## src/rtl/mem_port_arbiter_if.sv

```systemverilog
// Request, response and RAM handshake bundle for mem_port_arbiter.
// The slave modport is the arbiter's view; master is the requesters and RAM.
interface mem_port_arbiter_if #(
    parameter int unsigned ADDR_W = 8
);
    logic              F_MFA;
    logic [ADDR_W-1:0] F_ADDR;
    logic [31:0]       F_DATA;
    logic              F_MFC;

    logic              D_MFA;
    logic              D_RW;
    logic [1:0]        D_TYPE;
    logic [ADDR_W-1:0] D_ADDR;
    logic [31:0]       D_WDATA;
    logic [31:0]       D_RDATA;
    logic              D_MFC;

    logic              ERR;

    logic              ram_MFA;
    logic              ram_RW;
    logic [1:0]        ram_TYPE;
    logic [ADDR_W-1:0] ram_ADDR;
    logic [31:0]       ram_DIN;
    logic [31:0]       ram_DOUT;
    logic              ram_MFC;

    modport slave (
        input  F_MFA, F_ADDR, D_MFA, D_RW, D_TYPE, D_ADDR, D_WDATA, ram_DOUT, ram_MFC,
        output F_DATA, F_MFC, D_RDATA, D_MFC, ERR,
               ram_MFA, ram_RW, ram_TYPE, ram_ADDR, ram_DIN
    );

    modport master (
        output F_MFA, F_ADDR, D_MFA, D_RW, D_TYPE, D_ADDR, D_WDATA, ram_DOUT, ram_MFC,
        input  F_DATA, F_MFC, D_RDATA, D_MFC, ERR,
               ram_MFA, ram_RW, ram_TYPE, ram_ADDR, ram_DIN
    );
endinterface

```

## src/rtl/mem_port_arbiter.sv

```systemverilog
// Shares one byte-addressed RAM between the fetch and load/store ports:
// alternating grant on conflict, alignment check, response timeout, one-cycle MFC.
module mem_port_arbiter #(
    parameter int unsigned ADDR_W  = 8,
    parameter int unsigned TIMEOUT = 15
) (
    input logic               CLK,
    input logic               Reset,
    mem_port_arbiter_if.slave bus
);
    localparam int unsigned CNT_W     = 4;
    localparam logic [1:0]  TYPE_BYTE = 2'b00;
    localparam logic [1:0]  TYPE_HALF = 2'b01;
    localparam logic [1:0]  TYPE_WORD = 2'b10;
    localparam logic [1:0]  TYPE_RSVD = 2'b11;

    typedef enum logic [1:0] {IDLE, BUSY, RESP} state_e;

    state_e            state_q, state_d;
    logic              last_grant_q, last_grant_d;
    logic              id_q, id_d;
    logic [CNT_W-1:0]  cnt_q, cnt_d;
    logic              ram_mfa_q, ram_mfa_d;
    logic              ram_rw_q, ram_rw_d;
    logic [1:0]        ram_type_q, ram_type_d;
    logic [ADDR_W-1:0] ram_addr_q, ram_addr_d;
    logic [31:0]       ram_din_q, ram_din_d;
    logic              f_mfc_q, f_mfc_d;
    logic              d_mfc_q, d_mfc_d;
    logic              err_q, err_d;
    logic [31:0]       f_data_q, f_data_d;
    logic [31:0]       d_rdata_q, d_rdata_d;

    logic              req;
    logic              win;
    logic [1:0]        req_type;
    logic [ADDR_W-1:0] req_addr;
    logic              bad;

    // Conflict goes to the port that did not win last time (1 = data).
    assign req      = bus.F_MFA | bus.D_MFA;
    assign win      = bus.D_MFA & (~bus.F_MFA | ~last_grant_q);
    assign req_type = win ? bus.D_TYPE : TYPE_WORD;
    assign req_addr = win ? bus.D_ADDR : bus.F_ADDR;
    assign bad      = (req_type == TYPE_RSVD)
                   || (req_type == TYPE_WORD && req_addr[1:0] != 2'b00)
                   || (req_type == TYPE_HALF && req_addr[0]);

    always_comb begin
        state_d      = state_q;
        last_grant_d = last_grant_q;
        id_d         = id_q;
        cnt_d        = cnt_q;
        ram_mfa_d    = ram_mfa_q;
        ram_rw_d     = ram_rw_q;
        ram_type_d   = ram_type_q;
        ram_addr_d   = ram_addr_q;
        ram_din_d    = ram_din_q;
        f_mfc_d      = 1'b0;
        d_mfc_d      = 1'b0;
        err_d        = 1'b0;
        f_data_d     = f_data_q;
        d_rdata_d    = d_rdata_q;

        case (state_q)
            IDLE: begin
                if (req) begin
                    id_d         = win;
                    last_grant_d = win;
                    ram_rw_d     = win & bus.D_RW;
                    ram_type_d   = req_type;
                    ram_addr_d   = req_addr;
                    ram_din_d    = bus.D_WDATA;
                    cnt_d        = '0;
                    if (bad) begin
                        state_d = RESP;
                        err_d   = 1'b1;
                        f_mfc_d = ~win;
                        d_mfc_d = win;
                    end else begin
                        state_d   = BUSY;
                        ram_mfa_d = 1'b1;
                    end
                end
            end
            BUSY: begin
                cnt_d = cnt_q + CNT_W'(1);
                if (bus.ram_MFC) begin
                    state_d   = RESP;
                    ram_mfa_d = 1'b0;
                    f_mfc_d   = ~id_q;
                    d_mfc_d   = id_q;
                    if (!ram_rw_q) begin
                        if (id_q) begin
                            case (ram_type_q)
                                TYPE_BYTE: d_rdata_d = {24'b0, bus.ram_DOUT[7:0]};
                                TYPE_HALF: d_rdata_d = {16'b0, bus.ram_DOUT[15:0]};
                                default:   d_rdata_d = bus.ram_DOUT;
                            endcase
                        end else begin
                            f_data_d = bus.ram_DOUT;
                        end
                    end
                end else if (cnt_q == CNT_W'(TIMEOUT - 1)) begin
                    // Counter has now covered TIMEOUT BUSY cycles without a response.
                    state_d   = RESP;
                    ram_mfa_d = 1'b0;
                    err_d     = 1'b1;
                    f_mfc_d   = ~id_q;
                    d_mfc_d   = id_q;
                end
            end
            RESP: begin
                state_d = IDLE;
            end
            default: begin
                state_d   = IDLE;
                ram_mfa_d = 1'b0;
            end
        endcase
    end

    always_ff @(posedge CLK or posedge Reset) begin
        if (Reset) begin
            state_q      <= IDLE;
            last_grant_q <= 1'b0;
            id_q         <= 1'b0;
            cnt_q        <= '0;
            ram_mfa_q    <= 1'b0;
            ram_rw_q     <= 1'b0;
            ram_type_q   <= '0;
            ram_addr_q   <= '0;
            ram_din_q    <= '0;
            f_mfc_q      <= 1'b0;
            d_mfc_q      <= 1'b0;
            err_q        <= 1'b0;
            f_data_q     <= '0;
            d_rdata_q    <= '0;
        end else begin
            state_q      <= state_d;
            last_grant_q <= last_grant_d;
            id_q         <= id_d;
            cnt_q        <= cnt_d;
            ram_mfa_q    <= ram_mfa_d;
            ram_rw_q     <= ram_rw_d;
            ram_type_q   <= ram_type_d;
            ram_addr_q   <= ram_addr_d;
            ram_din_q    <= ram_din_d;
            f_mfc_q      <= f_mfc_d;
            d_mfc_q      <= d_mfc_d;
            err_q        <= err_d;
            f_data_q     <= f_data_d;
            d_rdata_q    <= d_rdata_d;
        end
    end

    assign bus.ram_MFA  = ram_mfa_q;
    assign bus.ram_RW   = ram_rw_q;
    assign bus.ram_TYPE = ram_type_q;
    assign bus.ram_ADDR = ram_addr_q;
    assign bus.ram_DIN  = ram_din_q;
    assign bus.F_MFC    = f_mfc_q;
    assign bus.D_MFC    = d_mfc_q;
    assign bus.ERR      = err_q;
    assign bus.F_DATA   = f_data_q;
    assign bus.D_RDATA  = d_rdata_q;
endmodule
```

## src/flat_wrapper.sv

```systemverilog
// flat-port wrapper written by rule: the top's interface ports become plain ports
module mem_port_arbiter_flat 
#(
    parameter int unsigned ADDR_W  = 8,
    parameter int unsigned TIMEOUT = 15
)
  (CLK, Reset, bus_F_MFA, bus_F_ADDR, bus_D_MFA, bus_D_RW, bus_D_TYPE, bus_D_ADDR, bus_D_WDATA, bus_ram_DOUT, bus_ram_MFC, bus_F_DATA, bus_F_MFC, bus_D_RDATA, bus_D_MFC, bus_ERR, bus_ram_MFA, bus_ram_RW, bus_ram_TYPE, bus_ram_ADDR, bus_ram_DIN);
  mem_port_arbiter_if #(.ADDR_W(ADDR_W)) bus_i ();
  input logic CLK;
  input logic Reset;
  input wire logic [$bits(bus_i.F_MFA)-1:0] bus_F_MFA;
  input wire logic [$bits(bus_i.F_ADDR)-1:0] bus_F_ADDR;
  input wire logic [$bits(bus_i.D_MFA)-1:0] bus_D_MFA;
  input wire logic [$bits(bus_i.D_RW)-1:0] bus_D_RW;
  input wire logic [$bits(bus_i.D_TYPE)-1:0] bus_D_TYPE;
  input wire logic [$bits(bus_i.D_ADDR)-1:0] bus_D_ADDR;
  input wire logic [$bits(bus_i.D_WDATA)-1:0] bus_D_WDATA;
  input wire logic [$bits(bus_i.ram_DOUT)-1:0] bus_ram_DOUT;
  input wire logic [$bits(bus_i.ram_MFC)-1:0] bus_ram_MFC;
  output wire logic [$bits(bus_i.F_DATA)-1:0] bus_F_DATA;
  output wire logic [$bits(bus_i.F_MFC)-1:0] bus_F_MFC;
  output wire logic [$bits(bus_i.D_RDATA)-1:0] bus_D_RDATA;
  output wire logic [$bits(bus_i.D_MFC)-1:0] bus_D_MFC;
  output wire logic [$bits(bus_i.ERR)-1:0] bus_ERR;
  output wire logic [$bits(bus_i.ram_MFA)-1:0] bus_ram_MFA;
  output wire logic [$bits(bus_i.ram_RW)-1:0] bus_ram_RW;
  output wire logic [$bits(bus_i.ram_TYPE)-1:0] bus_ram_TYPE;
  output wire logic [$bits(bus_i.ram_ADDR)-1:0] bus_ram_ADDR;
  output wire logic [$bits(bus_i.ram_DIN)-1:0] bus_ram_DIN;
  assign bus_i.F_MFA = bus_F_MFA;
  assign bus_i.F_ADDR = bus_F_ADDR;
  assign bus_i.D_MFA = bus_D_MFA;
  assign bus_i.D_RW = bus_D_RW;
  assign bus_i.D_TYPE = bus_D_TYPE;
  assign bus_i.D_ADDR = bus_D_ADDR;
  assign bus_i.D_WDATA = bus_D_WDATA;
  assign bus_i.ram_DOUT = bus_ram_DOUT;
  assign bus_i.ram_MFC = bus_ram_MFC;
  assign bus_F_DATA = bus_i.F_DATA;
  assign bus_F_MFC = bus_i.F_MFC;
  assign bus_D_RDATA = bus_i.D_RDATA;
  assign bus_D_MFC = bus_i.D_MFC;
  assign bus_ERR = bus_i.ERR;
  assign bus_ram_MFA = bus_i.ram_MFA;
  assign bus_ram_RW = bus_i.ram_RW;
  assign bus_ram_TYPE = bus_i.ram_TYPE;
  assign bus_ram_ADDR = bus_i.ram_ADDR;
  assign bus_ram_DIN = bus_i.ram_DIN;
  mem_port_arbiter #(.ADDR_W(ADDR_W), .TIMEOUT(TIMEOUT)) u_core (.CLK(CLK), .Reset(Reset), .bus(bus_i));
endmodule
```

## config.mk

```make
export PLATFORM = sky130hd
export DESIGN_NAME = mem_port_arbiter_flat
export DESIGN_NICKNAME = d
export VERILOG_FILES = /design/src/rtl/mem_port_arbiter_if.sv /design/src/rtl/mem_port_arbiter.sv /design/src/flat_wrapper.sv
export SDC_FILE = /design/constraint.sdc
export NUM_CORES = 1
export LEC_CHECK = 0
export BUFFER_PORTS_ARGS = -buffer_cell sky130_fd_sc_hd__buf_2
export CAP_MARGIN = 20
export CORE_MARGIN = 2
export CORE_UTILIZATION = 48
export DETAILED_ROUTE_END_ITERATION = 7
export PLACE_DENSITY = 0.79
export SLEW_MARGIN = 20
export SYNTH_ARGS = -nofsm -noshare
export SYNTH_HDL_FRONTEND = slang
export SYNTH_SLANG_ARGS = --single-unit
export TNS_END_PERCENT = 5
```

## constraint.sdc

```tcl
create_clock -name CLK -period 5.3 [get_ports CLK]
set_input_delay 1.06 -clock CLK [delete_from_list [all_inputs] [get_ports CLK]]
set_output_delay 1.06 -clock CLK [all_outputs]
set_load 0.02 [all_outputs]
```

---- Yosys cells after proc, flatten, opt, wreduce, memory -nomap -nowiden ----
Index checks and enable logic that the tools add are counted.
word-level totals
  register bits ........................... 118
  input port bits ......................... 88
  output and inout port bits .............. 111
cells by class
  add/sub/neg operators ................... 1
  equal/unequal tests ..................... 10
  multiplexer cells ....................... 30
  bitwise gates (word level) .............. 9
  reductions and logical operators ........ 14
operators with widths
  operator             number
  $pmux 32 s2          1
  $mux 1               16
  $reduce_and 4->1     3
  $mux 2               5
  $mux 8               1
  $pmux 4 s2           1
  $eq 2x1->1 const B   3
  $eq 2x2->1 const B   3
  $pmux 1 s2           3
  $reduce_and 2->1     3
  $not 1->1            5
  $add 4x1->4 const B  1
  $eq 4x4->1 const B   1
  $logic_not 2->1      2
  $mux 4               1
  $pmux 2 s2           1
  $reduce_bool 2->1    2
  $ne 3x2->1 const B   1
  $pmux 1 s3           1
  $and 1x1->1          2
  $logic_and 1x1->1    2
  $logic_or 1x1->1     2
  $ne 2x1->1 const B   1
  $ne 2x2->1 const B   1
  $or 1x1->1           2

---- Logic depth before layout (Yosys ltp) ----
  depth in word-level cells ............... 11
  mapped depth ............................ 5

---- Least setup slack after synthesis ----
OpenSTA, ideal clock, no wires.
  kind .................................... input -> register
  start ................................... input port bus_D_MFA
  end ..................................... register u_core.ram_din_q[10] (netlist: u_core.bus.ram_DIN[10])
  arrival ................................. 2,070 ps
  path slack .............................. 3,105 ps
  stages on the path ...................... 5
  path through ............................ or2_2 > and2_1 > buf_6 > buf_6 > mux2_4
on the way
  cells in the longest elaborated chain, start to end .. 2
RTL lines
  what                               line                     RTL
  start, declared                    flat_wrapper.sv:13       input wire logic [$bits(bus_i.D_MFA)-1:0] bus_D_MFA;
  $or 1x1->1                         mem_port_arbiter.sv:41   assign req = bus.F_MFA | bus.D_MFA;
  $reduce_and 2->1 (no source line)  n/a
  end signal, assigned               mem_port_arbiter.sv:148  ram_din_q <= ram_din_d;
  end, declared                      mem_port_arbiter.sv:27   logic [31:0] ram_din_q, ram_din_d;
No other way between the ends.
A chain may end at the register's enable or synchronous reset.

---- Final worst setup path ----
  start ................................... register u_core.state_q[0]
  end ..................................... register u_core.ram_din_q[31] (netlist: u_core.bus.ram_DIN[31])
on the way
  cells in the longest elaborated chain, start to end .. 2
RTL lines
  what                               line                     RTL
  start, declared                    mem_port_arbiter.sv:19   state_e state_q, state_d;
  start signal, assigned             mem_port_arbiter.sv:140  state_q <= state_d;
  $logic_not 2->1                    mem_port_arbiter.sv:65   case (state_q)
  $reduce_and 2->1 (no source line)  n/a
No other way between the ends.

==> run metrics <==
Fmax=0.361 GHz; Core Box Area=between 10000 and 15000 µm²; Fillers=between 700 and 800; worst-path maximum fanout=24; area grow syn2layout=33.5%; DR vias=3560; Hold Vio Cnt, Final=0; HP Class=register to register; post-synthesis cell type count=40; Initial DRC Count=around 200; H-tree levels=4; startpoint types=register; grt peak-use layer=met2; Syn. warnings=0; reg2reg start=u_core.state_q[0]; met2 usage=0.361; area leader, netlist=dfrtp_1; Detailed Routing Iterations Pass 1=4; initial antenna violation count=0; first-pass GRT wire length=between 15000 and 20000 µm; RSZ-0062 raised after global routing=no; I/O Pins=a little under 200; status=completed; full die area=roughly 11000 µm²; dpl cell area=between 6000 and 7000 µm²; antenna cells=0; top post-synthesis cells by area=dfrtp_1 60%, mux2_2 10%, mux2_4 8.8%; asr flop ratio synth=1.00; max-cap violations=0; type of the worst setup path=register to register; Peak VDD IR=around 0.31 mV; post-DP HPWL=between 8000 and 9000 µm; design area=~6600 µm²; die width=106 µm; clock latency on the worst-skew pair=0.52 ns; TritonCTS buffer count=17; CTS sink count=about 120; chip height=106 µm; IO Port Bufs=198; top-count cell post-synth=dfrtp_1; sequential area share after synthesis=0.597; vias in the first global route=3657; actual slew at the worst max-slew pin=approximately 0.9 ns; WP data required=between 5 and 6 ns; Vias per Instance=5.00; cts repair resizes=0; period utilization=0.522; share of the synthesized area in the top cell type=0.597; share of cells above drive strength 1=0.550; register bit total from synthesis=118; Worst Hold Launch=u_core.bus.F_DATA[20]; clk_skew=0.00932 ns; WL final=~11000 µm; top post-synthesis cells by count=118 x dfrtp_1, 46 x mux2_2, 41 x nand2_1; CTS tree=done; post-CTS setup buffers=0; Avg Cell Area, Syn=approximately 14 µm²; CP Launch Point=u_core.state_q[0]; Longest Clk Path Bufs=2; wire per inst=16.1 µm; pin count of the biggest net entering global routing=86; Lkg Pwr=about 3.6 nW; Post-synth EDFFs=0; Synth Cell Area=between 4000 and 5000 µm²; GRT Total Usage=0.213; min Tclk post-route=between 2 and 3 ns; Clk pin slew, worst setup/hold paths=approximately 0.060 ns; CTS root buf=clkbuf_8; Synth Instances=~360; drt drc=0; Slew headroom=0.391; nets=roughly 650; Initial Util=0.486; standard-cell row count=37; global-route met1 utilization=0.262; syn_nets=around 450; Crit. End Element=register; routability cong.=~0.8; top_reg_cell synth=dfrtp_1; global routing met3 resource utilization=0.0563; grt ovf=0; CP Data Arrival Time=3.17 ns; cts hold-fix bufs=0; Detail Route Antenna Nets=0; PD cells=708 nW/µm²; endpoints failing setup=0; Slew Viols, Final=0; Sum Neg Setup Slack=0 ns
## final cells by class
class                      count  area, µm²  share of cell area
timing repair buffer         202       1020               0.154
inverter                      28        110              0.0167
multi-input combinational    196       1760               0.266
clock inverter                 9        123              0.0186
sequential                   118       2950               0.447
tap                          136        170              0.0257
clock buffer                  23        477              0.0721
## power by group
| part | internal, mW | total, mW | switching, mW |
|---|---|---|---|
| clock network | 0.761 | 1.14 | 0.384 |
| logic | 0.810 | 1.91 | 1.10 |
| registers | 1.34 | 1.63 | 0.281 |
## kinds of logic after synthesis
logic type	after synthesis	synth area share
adders and majority gates	2	0.00505
muxes	99	0.241
AOI/OAI and AO/OA	39	0.0541
buffers and inverters	47	0.0488
DFF	118	0.597
and+or+nand+nor	56	0.0543
## stage by stage
| stage | worst slack [ns] | util | cells | hold slack, ns | total power, mW |
|---|---|---|---|---|---|
| floorplan | 1.11 | - | 361 | 0.506 | 2.93 |
| global placement | 2.31 | 0.590 | 680 | 0.475 | 3.48 |
| detailed placement | 2.23 | 0.590 | 680 | 0.486 | 3.56 |
| CTS | 2.52 | 0.649 | 712 | 0.502 | 4.71 |
| global route | 2.35 | 0.649 | 712 | 0.513 | 4.92 |
| finish | 2.53 | 0.649 | 712 | 0.501 | 4.68 |
## critical path: stages, from the launching register on
cell and delay (ns):
dfrtp_1 0.46, nor2_1 0.70, and2_2 0.61, buf_4 0.48
mux2_2 0.39
## worst paths after layout
path                                          end  slack [ns]  cells past startpoint
max                        u_core.bus.ram_DIN[31]        2.53                      4
min                         u_core.bus.F_DATA[20]        0.50                      1
max reg2reg                u_core.bus.ram_DIN[31]        2.53                      4
min reg2reg                 u_core.bus.F_DATA[20]        0.50                      1
max in group asynchronous   u_core.bus.F_DATA[26]        3.68                      3
min in group asynchronous  u_core.bus.ram_DIN[11]        0.68                      2
## layout by cell type (no fill, tap or decap), types with 2 or more instances in the layout
cell type and n:
buf_2 198, dfrtp_1 118, mux2_2 46, nand2_1 41, mux2_4 29, inv_1 27
mux2i_1 24, clkbuf_16 16, a21oi_1 9, a31oi_1 9, clkbuf_8 5, clkinv_2 5
buf_4 4, nor2_1 3, o21ai_0 3, bufinv_16 3, or2_2 2, o2bb2ai_1 2
a22o_1 2, nand3_1 2, o211ai_1 2, a32o_1 2, ha_1 2, clkbuf_1 2
## routing by layer
layer  routed length, µm  vias up
met5                   0        -
met4                 206        0
met3                 591       24
met2                5890      115
met1                4790     1772
li1                    -     1649
## flip-flops by register name, summed over array words and instances, names as in the netlist, 2 cells and up
signal	flops
u_core.state_q	2
u_core.bus.ram_ADDR	8
u_core.bus.ram_TYPE	2
u_core.bus.F_DATA	32
u_core.cnt_q	4
u_core.bus.ram_DIN	32
u_core.bus.D_RDATA	32
No activity file was read; power rests on OpenSTA's default activity.
